<file path="src/rtl/logic_cmd_queue_pkg.sv">
// ============================================================================
// Module      : logic_cmd_pkg
// Description : Shared types and constants for the logic command queue.
// Revision    : 1.0 - initial release
// ============================================================================
`default_nettype none

package logic_cmd_pkg;

    localparam int WIDTH = 8;

    localparam logic [2:0] OP_AND  = 3'd0;
    localparam logic [2:0] OP_OR   = 3'd1;
    localparam logic [2:0] OP_XOR  = 3'd2;
    localparam logic [2:0] OP_NOTA = 3'd3;
    localparam logic [2:0] OP_NOR  = 3'd4;
    localparam logic [2:0] OP_XNOR = 3'd5;
    localparam logic [2:0] OP_NOTB = 3'd6;
    localparam logic [2:0] OP_NAND = 3'd7;

    // Operands keep the logic unit's ascending bit order.
    typedef struct packed {
        logic               chain;
        logic [2:0]         s;
        logic [0:WIDTH-1]   a;
        logic [0:WIDTH-1]   b;
    } logic_cmd_t;

    typedef enum logic [0:0] {
        OUT_EMPTY = 1'b0,
        OUT_FULL  = 1'b1
    } out_state_t;

endpackage

`default_nettype wire

</file>
<file path="src/rtl/logic_cmd_queue_if.sv">
// ============================================================================
// Module      : logic_cmd_queue_if
// Description : Command, logic-unit and result signals of the command queue.
// Revision    : 1.0 - initial release
// ============================================================================
`default_nettype none

interface logic_cmd_queue_if
    import logic_cmd_pkg::*;
#(
    parameter int DEPTH = 4
);
    localparam int CW = $clog2(DEPTH + 1);

    logic               in_valid;
    logic               in_ready;
    logic [0:WIDTH-1]   in_a;
    logic [0:WIDTH-1]   in_b;
    logic [2:0]         in_s;
    logic               in_chain;

    logic [0:WIDTH-1]   lu_a;
    logic [0:WIDTH-1]   lu_b;
    logic [2:0]         lu_s;
    logic [0:WIDTH-1]   lu_o;

    logic               out_valid;
    logic               out_ready;
    logic [0:WIDTH-1]   out_o;
    logic [2:0]         out_s;
    logic [CW-1:0]      count;

    modport slave (
        input  in_valid, in_a, in_b, in_s, in_chain, lu_o, out_ready,
        output in_ready, lu_a, lu_b, lu_s, out_valid, out_o, out_s, count
    );

    modport master (
        output in_valid, in_a, in_b, in_s, in_chain, lu_o, out_ready,
        input  in_ready, lu_a, lu_b, lu_s, out_valid, out_o, out_s, count
    );

endinterface

`default_nettype wire

</file>
<file path="src/rtl/logic_cmd_queue_fifo.sv">
// ============================================================================
// Module      : logic_cmd_fifo
// Description : Circular command FIFO with a separate occupancy counter.
// Revision    : 1.0 - initial release
// ============================================================================
`default_nettype none

module logic_cmd_fifo
    import logic_cmd_pkg::*;
#(
    parameter  int DEPTH = 4,
    localparam int CW    = $clog2(DEPTH + 1),
    localparam int PW    = $clog2(DEPTH)
) (
    input  wire logic           clk,
    input  wire logic           rst_n,
    input  wire logic           i_push,
    input  wire logic_cmd_t     i_push_data,
    input  wire logic           i_pop,
    output      logic_cmd_t     o_head,
    output      logic [CW-1:0]  o_count,
    output      logic           o_full,
    output      logic           o_empty
);

    logic_cmd_t     r_mem [DEPTH];
    logic [PW-1:0]  r_wr_ptr;
    logic [PW-1:0]  r_rd_ptr;
    logic [CW-1:0]  r_count;
    logic           w_push;
    logic           w_pop;

    assign o_full  = (r_count == CW'(DEPTH));
    assign o_empty = (r_count == '0);
    assign w_push  = i_push && !o_full;
    assign w_pop   = i_pop && !o_empty;
    assign o_head  = r_mem[r_rd_ptr];
    assign o_count = r_count;

    always_ff @(posedge clk) begin
        if (w_push) begin
            r_mem[r_wr_ptr] <= i_push_data;
        end
    end

    // DEPTH is a power of two, so pointers wrap naturally at PW bits.
    always_ff @(posedge clk or negedge rst_n) begin
        if (!rst_n) begin
            r_wr_ptr <= '0;
            r_rd_ptr <= '0;
            r_count  <= '0;
        end else begin
            if (w_push) begin
                r_wr_ptr <= r_wr_ptr + 1'b1;
            end
            if (w_pop) begin
                r_rd_ptr <= r_rd_ptr + 1'b1;
            end
            case ({w_push, w_pop})
                2'b10:   r_count <= r_count + 1'b1;
                2'b01:   r_count <= r_count - 1'b1;
                default: r_count <= r_count;
            endcase
        end
    end

endmodule

`default_nettype wire

</file>
<file path="src/rtl/logic_cmd_queue.sv">
// ============================================================================
// Module      : logic_cmd_queue
// Description : Buffered, back-pressured issue stage for the 8-bit logic unit.
// Revision    : 1.0 - initial release
// ============================================================================
`default_nettype none

module logic_cmd_queue
    import logic_cmd_pkg::*;
#(
    parameter int DEPTH = 4
) (
    input  wire logic           clk,
    input  wire logic           rst_n,
    logic_cmd_queue_if.slave    bus
);

    localparam int CW = $clog2(DEPTH + 1);

    logic_cmd_t         w_push_data;
    logic_cmd_t         w_head;
    logic [CW-1:0]      w_count;
    logic               w_full;
    logic               w_empty;
    logic               w_push;
    logic               w_pop;
    out_state_t         r_state;
    out_state_t         w_state_nxt;
    logic [0:WIDTH-1]   r_acc;
    logic [0:WIDTH-1]   r_out_o;
    logic [2:0]         r_out_s;

    assign w_push_data = '{chain: bus.in_chain, s: bus.in_s, a: bus.in_a, b: bus.in_b};
    assign w_push      = bus.in_valid && !w_full;

    logic_cmd_fifo #(
        .DEPTH       (DEPTH)
    ) u_fifo (
        .clk         (clk),
        .rst_n       (rst_n),
        .i_push      (w_push),
        .i_push_data (w_push_data),
        .i_pop       (w_pop),
        .o_head      (w_head),
        .o_count     (w_count),
        .o_full      (w_full),
        .o_empty     (w_empty)
    );

    // Operands go to zero while empty so the unit sees a quiet input.
    assign bus.lu_a      = w_empty ? '0 : (w_head.chain ? r_acc : w_head.a);
    assign bus.lu_b      = w_empty ? '0 : w_head.b;
    assign bus.lu_s      = w_empty ? '0 : w_head.s;
    assign bus.in_ready  = !w_full;
    assign bus.count     = w_count;
    assign bus.out_valid = (r_state == OUT_FULL);
    assign bus.out_o     = r_out_o;
    assign bus.out_s     = r_out_s;

    always_comb begin
        w_state_nxt = r_state;
        w_pop       = 1'b0;
        case (r_state)
            OUT_EMPTY: begin
                w_pop = !w_empty;
                if (w_pop) begin
                    w_state_nxt = OUT_FULL;
                end
            end
            OUT_FULL: begin
                w_pop = !w_empty && bus.out_ready;
                if (bus.out_ready && !w_pop) begin
                    w_state_nxt = OUT_EMPTY;
                end
            end
            default: w_state_nxt = OUT_EMPTY;
        endcase
    end

    always_ff @(posedge clk or negedge rst_n) begin
        if (!rst_n) begin
            r_state <= OUT_EMPTY;
        end else begin
            r_state <= w_state_nxt;
        end
    end

    always_ff @(posedge clk or negedge rst_n) begin
        if (!rst_n) begin
            r_acc   <= '0;
            r_out_o <= '0;
            r_out_s <= '0;
        end else if (w_pop) begin
            r_acc   <= bus.lu_o;
            r_out_o <= bus.lu_o;
            r_out_s <= w_head.s;
        end
    end

endmodule

`default_nettype wire

</file>
<file path="src/flat_wrapper.sv">
// flat-port wrapper written by rule: the top's interface ports become plain ports
module logic_cmd_queue_flat import logic_cmd_pkg::*;
#(
    parameter int DEPTH = 4
)
  (clk, rst_n, bus_in_valid, bus_in_a, bus_in_b, bus_in_s, bus_in_chain, bus_lu_o, bus_out_ready, bus_in_ready, bus_lu_a, bus_lu_b, bus_lu_s, bus_out_valid, bus_out_o, bus_out_s, bus_count);
  logic_cmd_queue_if #(.DEPTH(DEPTH)) bus_i ();
  input  wire logic clk;
  input  wire logic rst_n;
  input wire logic [$bits(bus_i.in_valid)-1:0] bus_in_valid;
  input wire logic [$bits(bus_i.in_a)-1:0] bus_in_a;
  input wire logic [$bits(bus_i.in_b)-1:0] bus_in_b;
  input wire logic [$bits(bus_i.in_s)-1:0] bus_in_s;
  input wire logic [$bits(bus_i.in_chain)-1:0] bus_in_chain;
  input wire logic [$bits(bus_i.lu_o)-1:0] bus_lu_o;
  input wire logic [$bits(bus_i.out_ready)-1:0] bus_out_ready;
  output wire logic [$bits(bus_i.in_ready)-1:0] bus_in_ready;
  output wire logic [$bits(bus_i.lu_a)-1:0] bus_lu_a;
  output wire logic [$bits(bus_i.lu_b)-1:0] bus_lu_b;
  output wire logic [$bits(bus_i.lu_s)-1:0] bus_lu_s;
  output wire logic [$bits(bus_i.out_valid)-1:0] bus_out_valid;
  output wire logic [$bits(bus_i.out_o)-1:0] bus_out_o;
  output wire logic [$bits(bus_i.out_s)-1:0] bus_out_s;
  output wire logic [$bits(bus_i.count)-1:0] bus_count;
  assign bus_i.in_valid = bus_in_valid;
  assign bus_i.in_a = bus_in_a;
  assign bus_i.in_b = bus_in_b;
  assign bus_i.in_s = bus_in_s;
  assign bus_i.in_chain = bus_in_chain;
  assign bus_i.lu_o = bus_lu_o;
  assign bus_i.out_ready = bus_out_ready;
  assign bus_in_ready = bus_i.in_ready;
  assign bus_lu_a = bus_i.lu_a;
  assign bus_lu_b = bus_i.lu_b;
  assign bus_lu_s = bus_i.lu_s;
  assign bus_out_valid = bus_i.out_valid;
  assign bus_out_o = bus_i.out_o;
  assign bus_out_s = bus_i.out_s;
  assign bus_count = bus_i.count;
  logic_cmd_queue #(.DEPTH(DEPTH)) u_core (.clk(clk), .rst_n(rst_n), .bus(bus_i));
endmodule
</file>
<file path="config.mk">
export PLATFORM = sky130hd
export DESIGN_NAME = logic_cmd_queue_flat
export DESIGN_NICKNAME = d
export VERILOG_FILES = /design/src/rtl/logic_cmd_queue_pkg.sv /design/src/rtl/logic_cmd_queue_if.sv /design/src/rtl/logic_cmd_queue_fifo.sv /design/src/rtl/logic_cmd_queue.sv /design/src/flat_wrapper.sv
export SDC_FILE = /design/constraint.sdc
export NUM_CORES = 1
export LEC_CHECK = 0
export ABC_AREA = 0
export CORE_UTILIZATION = 57
export DETAILED_ROUTE_END_ITERATION = 8
export PLACE_DENSITY = 0.95
export SYNTH_ARGS = -nofsm -noshare
export SYNTH_HDL_FRONTEND = slang
export SYNTH_SLANG_ARGS = --single-unit
</file>
<file path="constraint.sdc">
create_clock -name clk -period 5.94 [get_ports clk]
set_input_delay 1.188 -clock clk [delete_from_list [all_inputs] [get_ports clk]]
set_output_delay 1.188 -clock clk [all_outputs]
set_load 0.02 [all_outputs]
</file>
==> flow_metrics.py, run 1 <==
metrics = {
    "placement": {
        "hpwl_um": 4490,
        "dp_slack_ns": 2.20,
        "gp_congestion": 0.686,
        "io_buffers": 66,
    },
    "logic_synthesis": {
        "ys.flop_type": "edfxtp_1",
        "synthTopCellsByCount": "80 x edfxtp_1, 19 x dfrtp_1, 13 x mux4_2",
        "yosysMostFrequentCell": "edfxtp_1",
        "post-synth-top-area-fraction_pct": 60.4,
        "synthTopCellsByArea": "edfxtp_1 60%, dfrtp_1 12%, mux4_2 7.4%, mux4_1 4.6%, mux2_2 3.1%",
        "ys_seq_area_share_pct": 72.3,
        "async_reset_ff_share_pct": 19.2,
        "postSynthAreaPerCell_um2": 20.1,
        "syn_nets": 236,
        "synth_largest_area_cell": "edfxtp_1",
        "syn_inst": 198,
        "syn_area_mm2": 0.00398,
        "synthDistinctLibCells": 27,
        "synth_seq_cells": 99,
        "yosysWarnings": 0,
        "synth_enable_flop_cells": 80,
    },
    "setup_path": {
        "rrSetupSlack_ns": 3.25,
        "crit_buf_inv": 2,
        "reg2reg_from": "u_core.u_fifo.o_count[0]",
        "crit_path_start_kind": "flip-flop",
        "crit_chain": "buf_4 > mux4_1 > mux2i_1 > nor2_1 > clkdlybuf4s50_1",
        "endpoint_kind": "primary output",
        "reg2regPathDepth": 6,
        "slowest_stage": "dfrtp_1",
        "cp.required_ns": 4.75,
        "cp.depth": 5,
        "crit_start": "u_core.u_fifo.r_rd_ptr[0]",
        "endpoint": "bus_lu_a[7]",
        "r2r-end": "u_core.u_fifo.o_count[1]",
        "critPathMaxStageDelay_ns": 0.79,
        "arrival_ns": 2.92,
        "timing.setup.critical_path_class": "reg2out",
        "path_max_fanout": 12,
        "cp_top_family": "buffers and inverters",
    },
    "timing": {
        "grt_setup_unrepaired": "no",
        "hold_viol_final": 0,
        "final.setup.worst_slack_ns": 1.83,
        "fin_crit_ns": 4.11,
        "finalClockSkew_ns": 0.00385,
        "setup_tns_ns": 0,
        "finalSetupViolCount": 0,
        "max_freq_mhz": 243,
        "worst_slew_pin_slew_ns": 1.06,
        "post-route-period-util_pct": 69.2,
        "drv_slew": 0,
        "slew_headroom_pct": 29.1,
    },
    "detailed_routing": {
        "postRouteAntennaNets": 0,
        "wire_per_inst_um": 19.8,
        "first_pass_iters": 5,
        "drc": 0,
        "drtIter0Drc": 155,
        "vias_per_cell": 5.73,
        "vias": 2023,
        "drt_wl_total_um": 6990,
    },
    "clock_tree": {
        "cts_hold_buf": 0,
        "ctsHtreeMaxLevel": 3,
        "cts.sinks": 99,
        "cts_root_buffer": "clkbuf_8",
        "clk_latency_ns": 0.36,
        "postCtsSetupBuffers": 0,
        "cts_tree": "done",
        "post_cts_resized": 0,
        "clockBufferDepth": 2,
        "clkTransAtPathRegs_ns": 0.09,
        "numCtsBuffers": 9,
    },
    "die": {
        "initial_utilization_pct": 58.9,
        "rows": 30,
        "fp.dieW_um": 85.6,
        "ioPinCount": 67,
        "die-area_mm2": 0.00732,
        "core_mm2": 0.00676,
        "fp.dieH_um": 85.6,
    },
    "grt": {
        "overflow": 0,
        "grt_use_total_pct": 20.9,
        "grt_max_degree": 23,
        "antenna_found_initial": 0,
        "grt_pass1_vias": 2080,
        "grt_pass1_wl_um": 10800,
    },
    "power_and_ir_drop": {
        "power_leakage_nw": 1.78,
        "power_mw": 2.69,
        "power_density_mw_per_mm2": 547,
        "vdd_drop_max_mv": 0.437,
    },
    "finish": {
        "syn2layout_area_growth_pct": 23.8,
        "antenna_cells": 0,
        "layout-drive-gt1-share_pct": 16.5,
        "nets": 306,
    },
    "min_path": {
        "min_path_type": "reg2reg",
    },
    "job": {
        "drv_cap": 0,
    },
    "run_status": {
        "outcome": "complete, no violations",
    },
}
## worst register-to-register path, delay by kind of cell, from the launching register on
kind	cells	cell delay (ns)
buffers and inverters	1	0.07
adders and majority gates	2	0.71
AOI/OAI and AO/OA	1	0.15
DFF	1	0.47
and+or+nand+nor	2	1.21
## area by class of cell
type,instances,area (um^2)
fill,397,1830
inverter,6,22.5
sequential,99,2880
tap,80,100
timing repair buffer,67,668
clock inverter,6,88.8
clock buffer,10,138
multi-input combinational,85,1030
## placed cells by master (no fill, tap or decap)
cell type | synthesis | layout
inv_1 | 6 | 6
edfxtp_1 | 80 | 80
ha_1 | 5 | 5
nor2b_1 | 11 | 11
mux4_1 | 7 | 7
clkinvlp_4 | 0 | 1
clkinv_1 | 0 | 1
or2b_1 | 1 | 1
o21ai_0 | 1 | 1
bufinv_16 | 0 | 2
mux2_2 | 11 | 11
clkbuf_8 | 0 | 10
mux4_2 | 13 | 13
mux2_4 | 1 | 1
and3_1 | 4 | 4
mux2i_1 | 8 | 8
buf_4 | 2 | 1
clkinv_4 | 0 | 2
dfrtp_1 | 19 | 19
nor2_1 | 9 | 9
and3b_1 | 1 | 1
xnor2_1 | 2 | 2
and2_4 | 1 | 1
nand2_1 | 2 | 2
clkdlybuf4s50_1 | 0 | 66
xor2_1 | 4 | 4
fa_1 | 1 | 1
or3b_4 | 1 | 1
nor3_4 | 0 | 1
nor2b_2 | 1 | 1
## power by group
part,switching (mW),internal (mW),leakage (nW)
sequential,0.124,0.938,0.952
combinational,0.561,0.594,0.716
clock,0.229,0.249,0.110
total,0.914,1.78,1.78
## sequential cells by signal (all words and copies together) (netlist names)
register	cells
u_core.bus.out_s	3
u_core.bus.out_valid	1
u_core.r_acc	8
u_core.u_fifo.o_count	3
u_core.u_fifo.r_mem	80
u_core.u_fifo.r_rd_ptr	2
u_core.u_fifo.r_wr_ptr	2
## logic make-up after synthesis
group	count (synthesis)	share of synthesized area [%]
compound gates	1	0.126
xor+xnor	6	1.32
fa+ha+maj	6	2.07
buf+inv	14	1.92
flops	99	72.3
mux	40	17.5
simple gates	32	4.78
## through the flow
| step | area, um^2 | hold WS, ns | util [%] | std cells |
|---|---|---|---|---|
| global placement | 4700 | 0.491 | 69.6 | 337 |
| finish | 4930 | 0.513 | 72.9 | 353 |
| detailed placement | 4700 | 0.497 | 69.6 | 337 |
| CTS | 4930 | 0.517 | 72.9 | 353 |
| global route | 4930 | 0.528 | 72.9 | 353 |
| floorplan | 3980 | 0.535 | - | 198 |
## worst min-delay path by stage
stage,from,end,slack [ns],depth (start not counted)
final,u_core.bus.out_s[1],u_core.bus.out_s[1],0.51,1
after global routing,u_core.bus.out_s[1],u_core.bus.out_s[1],0.53,1
after CTS,u_core.bus.out_s[2],u_core.bus.out_s[2],0.52,1
after detailed placement,u_core.bus.out_s[2],u_core.bus.out_s[2],0.50,1
after global placement,u_core.bus.out_s[2],u_core.bus.out_s[2],0.49,1
after floorplan,u_core.u_fifo.r_wr_ptr[1],u_core.u_fifo.r_wr_ptr[1],0.53,1
## metal layers
metal / routed length, um / track usage [%] / up-vias
met5: 0 / 0 / -
met4: 191 / 11.8 / 0
met3: 354 / 3.85 / 13
met2: 3590 / 35.4 / 78
met1: 2860 / 25.6 / 1020
li1: - / - / 912
Power figures use the tool's default switching activity.
==> inputs of run 2 (changes only) <==
Settings changed: CORE_UTILIZATION 57 to 53, PLACE_DENSITY 0.95 to 0.9.
Clock period 5.94 ns to 4.3 ns, I/O delays scaled along.
==> run 2 against run 1 <==
Final cell count increased by 6.2%; first-iteration DRC count down 14%; final area barely moved; power is 37% higher; largest cell class unchanged.
==> flow_metrics.py, run 2 (synthesis gave the netlist of run 1 again) <==
metrics = {
    "run_status": {
        "outcome": "complete, no violations",
    },
    "setup_path": {
        "timing.setup.critical_path_class": "reg2out",
        "arrival_ns": 2.72,
        "endpoint_kind": "primary output",
        "path_max_fanout": 8,
        "cp.required_ns": 3.44,
        "crit_path_start_kind": "flip-flop",
    },
    "finish": {
        "post_layout_nonfiller_instances": 375,
        "design_area_mm2": 0.00493,
        "final_common_cell": "edfxtp_1",
        "antenna_cells": 0,
        "syn2layout_area_growth_pct": 23.8,
        "layout_common_cells": "80 x edfxtp_1, 66 x clkdlybuf4s50_1, 19 x dfrtp_1, 13 x mux4_2",
        "largest_registers": "u_core.u_fifo.r_mem: 80 flops, u_core.r_acc: 8 flops",
        "nets": 309,
        "post-route-util_pct": 67.9,
        "fillers": 482,
        "top_register": "u_core.u_fifo.r_mem",
        "largest_register_ffs": 80,
        "layout-drive-gt1-share_pct": 15.9,
    },
    "placement": {
        "placed_area_mm2": 0.00475,
        "io_buffers": 66,
        "hpwl_um": 5030,
        "dp.cells": 359,
        "dp_slack_ns": 1.10,
        "gp_congestion": 0.701,
    },
    "clock_tree": {
        "cts_hold_buf": 0,
        "postCtsSetupBuffers": 0,
        "post_cts_resized": 0,
        "numCtsBuffers": 9,
        "clockBufferDepth": 2,
        "ctsHtreeMaxLevel": 3,
        "cts.sinks": 99,
        "cts_root_buffer": "clkbuf_8",
        "clk_latency_ns": 0.35,
        "cts_tree": "done",
        "clkTransAtPathRegs_ns": 0.08,
    },
    "power_and_ir_drop": {
        "pwr-share-comb_pct": 45.7,
        "power.internal_mw": 2.40,
        "vdd_drop_max_mv": 0.385,
        "clkPwrFrac_pct": 15.2,
        "power_density_mw_per_mm2": 747,
        "switchingPower_mw": 1.28,
        "p_sw_share_pct": 34.8,
        "power_mw": 3.68,
        "seqPwrFrac_pct": 39.1,
        "power_leakage_nw": 1.77,
    },
    "timing": {
        "slew_headroom_pct": 26.6,
        "hold_viol_final": 0,
        "worst_slew_pin_slew_ns": 1.10,
        "finalSetupViolCount": 0,
        "grt_setup_unrepaired": "no",
        "post-route-period-util_pct": 83.3,
        "finalClockSkew_ns": 0.0106,
        "fin_hold_ws_ns": 0.521,
        "fin_crit_ns": 3.58,
        "max_freq_mhz": 279,
        "setup_tns_ns": 0,
        "final.setup.worst_slack_ns": 0.718,
        "drv_slew": 0,
    },
    "min_path": {
        "min_path_type": "reg2reg",
    },
    "die": {
        "ioPinCount": 67,
        "rows": 31,
        "core_mm2": 0.00725,
        "die-area_mm2": 0.00786,
        "fp.dieH_um": 88.7,
        "initial_utilization_pct": 54.9,
        "fp.dieW_um": 88.7,
    },
    "grt": {
        "grt_max_degree": 23,
        "grt_pass1_wl_um": 11600,
        "grt_pass1_vias": 2175,
        "overflow": 0,
        "grt_use_total_pct": 21.4,
        "antenna_found_initial": 0,
    },
    "detailed_routing": {
        "postRouteAntennaNets": 0,
        "first_pass_iters": 5,
        "drtIter0Drc": 133,
        "wire_per_inst_um": 20.4,
        "drc": 0,
        "drt_wl_total_um": 7640,
        "vias_per_cell": 5.59,
        "vias": 2096,
    },
    "job": {
        "drv_cap": 0,
    },
}
## run 2: cell types whose count changed in the layout (fill, tap and decap cells not counted)
cell	before	now
bufinv_16	2	1
clkbuf_8	10	9
clkinv_4	2	1
clkinvlp_4	1	0
buf_4	1	4
clkbuf_1	0	4
## run 2: layout make-up
| type | count | area [um^2] | share of cell area, % |
|---|---|---|---|
| tap | 99 | 124 | 2.51 |
| timing repair buffer | 70 | 691 | 14.0 |
| clock buffer | 13 | 139 | 2.82 |
| inverter | 6 | 22.5 | 0.457 |
| sequential | 99 | 2880 | 58.4 |
| clock inverter | 3 | 42.5 | 0.863 |
| multi-input combinational | 85 | 1030 | 20.9 |
## run 2: worst paths after layout
kind | startpoint | to | slack, ns | cells after the start
setup / recovery | u_core.u_fifo.r_rd_ptr[0] | bus_lu_a[2] | 0.72 | 4
hold / removal | u_core.bus.out_s[2] | u_core.bus.out_s[2] | 0.52 | 1
setup reg to reg | u_core.u_fifo.o_count[0] | u_core.u_fifo.o_count[2] | 1.93 | 8
hold reg to reg | u_core.bus.out_s[2] | u_core.bus.out_s[2] | 0.52 | 1
max in group asynchronous | rst_n | u_core.u_fifo.r_rd_ptr[1] | 2.62 | 1
min in group asynchronous | rst_n | u_core.r_acc[4] | 1.06 | 1
## run 2: metal layers
metal / share of wire (%) / global-route usage (%) / vias to the layer above
met4: 3.5 / 14.5 / 0
li1: - / - / 919
met3: 4.0 / 3.92 / 23
met1: 40 / 25.7 / 1078
met5: 0 / 0 / -
met2: 52 / 35.5 / 76
## run 2: power groups by stage
stage	clock (mW)	sequential (mW)	combinational [mW]
3_3_place_gp	0	1.44	1.64
4_1_cts	0.570	1.45	1.70
2_1_floorplan	0	1.48	0.959
6_report	0.559	1.44	1.68
5_1_grt	0.600	1.47	1.79
3_5_place_dp	0	1.47	1.69
## run 2: worst max-delay path: stages (launching register included)
cell             delay (ns)
dfrtp_1                0.59
mux4_2                 0.74
mux2i_1                0.19
nor2_1                 0.20
clkdlybuf4s50_1        0.66
==> inputs of run 3 (changes only) <==
Clock period 4.3 ns to 3.6 ns, I/O delays scaled along.
==> run 3 against run 2 <==
Worst setup slack lost 0.29 ns; combinational power up 22%; die area is the same; clock-buffer cell count down 4; sequential cell count is the same; global-route usage increased by 0.081 points; critical path depth grew 1; sequential share of layout area fell by 0.34 points; register-to-register slack got worse by 0.58 ns; hold slack got worse by 0.0065 ns; highest routed layer unchanged; largest power group unchanged; non-clock buffer count rose by 5; critical path type unchanged; via count rose by 0.24%.
==> flow_metrics.py, run 3 (synthesis gave the netlist of run 1 again) <==
metrics = {
    "run_status": {
        "outcome": "complete, no violations",
    },
    "die": {
        "die-area_mm2": 0.00786,
        "fp.dieW_um": 88.7,
        "core_mm2": 0.00725,
        "ioPinCount": 67,
        "fp.dieH_um": 88.7,
        "rows": 31,
        "initial_utilization_pct": 54.9,
    },
    "detailed_routing": {
        "postRouteAntennaNets": 0,
        "vias": 2101,
        "drt_wl_total_um": 7650,
        "vias_per_cell": 5.53,
        "first_pass_iters": 4,
        "drc": 0,
        "drtIter0Drc": 125,
        "wire_per_inst_um": 20.1,
    },
    "timing": {
        "hold_viol_final": 0,
        "drv_slew": 0,
        "fin_crit_ns": 3.17,
        "finalSetupViolCount": 0,
        "final.setup.worst_slack_ns": 0.429,
        "max_freq_mhz": 315,
        "worst_slew_pin_slew_ns": 0.953,
        "post-route-period-util_pct": 88.1,
        "setup_tns_ns": 0,
        "slew_headroom_pct": 36.3,
        "finalClockSkew_ns": 0.00646,
        "fin_hold_ws_ns": 0.515,
        "grt_setup_unrepaired": "no",
    },
    "finish": {
        "layout_common_cells": "80 x edfxtp_1, 66 x clkdlybuf4s50_1, 19 x dfrtp_1, 13 x mux4_2",
        "post-route-util_pct": 68.3,
        "antenna_cells": 0,
        "fillers": 483,
        "design_area_mm2": 0.00496,
        "top_register": "u_core.u_fifo.r_mem",
        "final_common_cell": "edfxtp_1",
        "syn2layout_area_growth_pct": 24.6,
        "nets": 314,
        "layout-drive-gt1-share_pct": 18.1,
        "post_layout_nonfiller_instances": 380,
        "largest_register_ffs": 80,
        "largest_registers": "u_core.u_fifo.r_mem: 80 flops, u_core.r_acc: 8 flops",
    },
    "grt": {
        "antenna_found_initial": 0,
        "grt_pass1_vias": 2248,
        "overflow": 0,
        "grt_pass1_wl_um": 11500,
        "grt_max_degree": 23,
        "grt_use_total_pct": 21.5,
    },
    "setup_path": {
        "crit_path_start_kind": "flip-flop",
        "slowest_stage": "mux4_1",
        "crit_chain": "buf_4 > mux4_1 > mux2i_1 > nor2_1 > clkdlybuf4s50_1",
        "critPathMaxStageDelay_ns": 0.59,
        "reg2regPathDepth": 9,
        "endpoint_kind": "primary output",
        "rrSetupSlack_ns": 1.35,
        "arrival_ns": 2.45,
        "cp.required_ns": 2.88,
        "reg2reg_from": "u_core.u_fifo.o_count[0]",
        "timing.setup.critical_path_class": "reg2out",
        "r2r-end": "u_core.u_fifo.o_count[2]",
        "path_max_fanout": 12,
    },
    "clock_tree": {
        "cts_hold_buf": 0,
        "clkTransAtPathRegs_ns": 0.09,
        "numCtsBuffers": 9,
        "clk_latency_ns": 0.36,
        "cts_root_buffer": "clkbuf_8",
        "cts.sinks": 99,
        "postCtsSetupBuffers": 0,
        "clockBufferDepth": 2,
        "ctsHtreeMaxLevel": 3,
        "cts_tree": "done",
        "post_cts_resized": 0,
    },
    "min_path": {
        "min_path_type": "reg2reg",
        "min_to": "u_core.bus.out_s[2]",
        "hold_start": "u_core.bus.out_s[2]",
        "hold_depth": 1,
    },
    "placement": {
        "io_buffers": 66,
        "gp_congestion": 0.657,
        "dp_slack_ns": 0.853,
        "placed_area_mm2": 0.00478,
        "hpwl_um": 4930,
        "dp.cells": 364,
    },
    "power_and_ir_drop": {
        "power_leakage_nw": 1.80,
        "power_mw": 4.38,
        "power_density_mw_per_mm2": 883,
        "vdd_drop_max_mv": 0.431,
    },
    "job": {
        "drv_cap": 0,
    },
}
-- run 3: worst max path at each step --
stage                                           to  depth (start not counted)                       from
after floorplan           u_core.u_fifo.o_count[2]                          9   u_core.u_fifo.o_count[0]
after detailed placement               bus_lu_a[3]                          5  u_core.u_fifo.r_rd_ptr[0]
after CTS                              bus_lu_a[7]                          5  u_core.u_fifo.r_rd_ptr[0]
after global placement                 bus_lu_a[2]                          4  u_core.u_fifo.r_rd_ptr[0]
after global routing                   bus_lu_a[7]                          5  u_core.u_fifo.r_rd_ptr[0]
final                                  bus_lu_a[7]                          5  u_core.u_fifo.r_rd_ptr[0]
-- run 3: critical path, delay by kind of cell (launching register included) --
family,cells,cell delay [ns]
buf+inv,2,0.81
flops,1,0.41
mux,2,0.80
simple gates,1,0.08
-- run 3: area by class of cell --
cell class	instances	area, um^2	share of cell area (%)
sequential	99	2880	58.1
clock inverter	7	48.8	0.984
multi-input combinational	85	1030	20.8
timing repair buffer	75	728	14.7
clock buffer	9	124	2.50
tap	99	124	2.50
inverter	6	22.5	0.454
-- run 3: metal layers --
metal	share of wire, %	wire, um	GRT usage, %	up-vias
met3	6.0	458	6.44	14
li1	-	-	-	925
met4	2.0	150	10.6	0
met5	0	0	0	-
met1	38	2890	24.8	1076
met2	54	4150	36.8	86
-- run 3: where the power goes --
part / switching (mW) / internal, mW / total, mW
clock: 0.379 / 0.257 / 0.635
combinational: 1.03 / 1.02 / 2.05
sequential: 0.151 / 1.55 / 1.70
total: 1.56 / 2.82 / 4.38
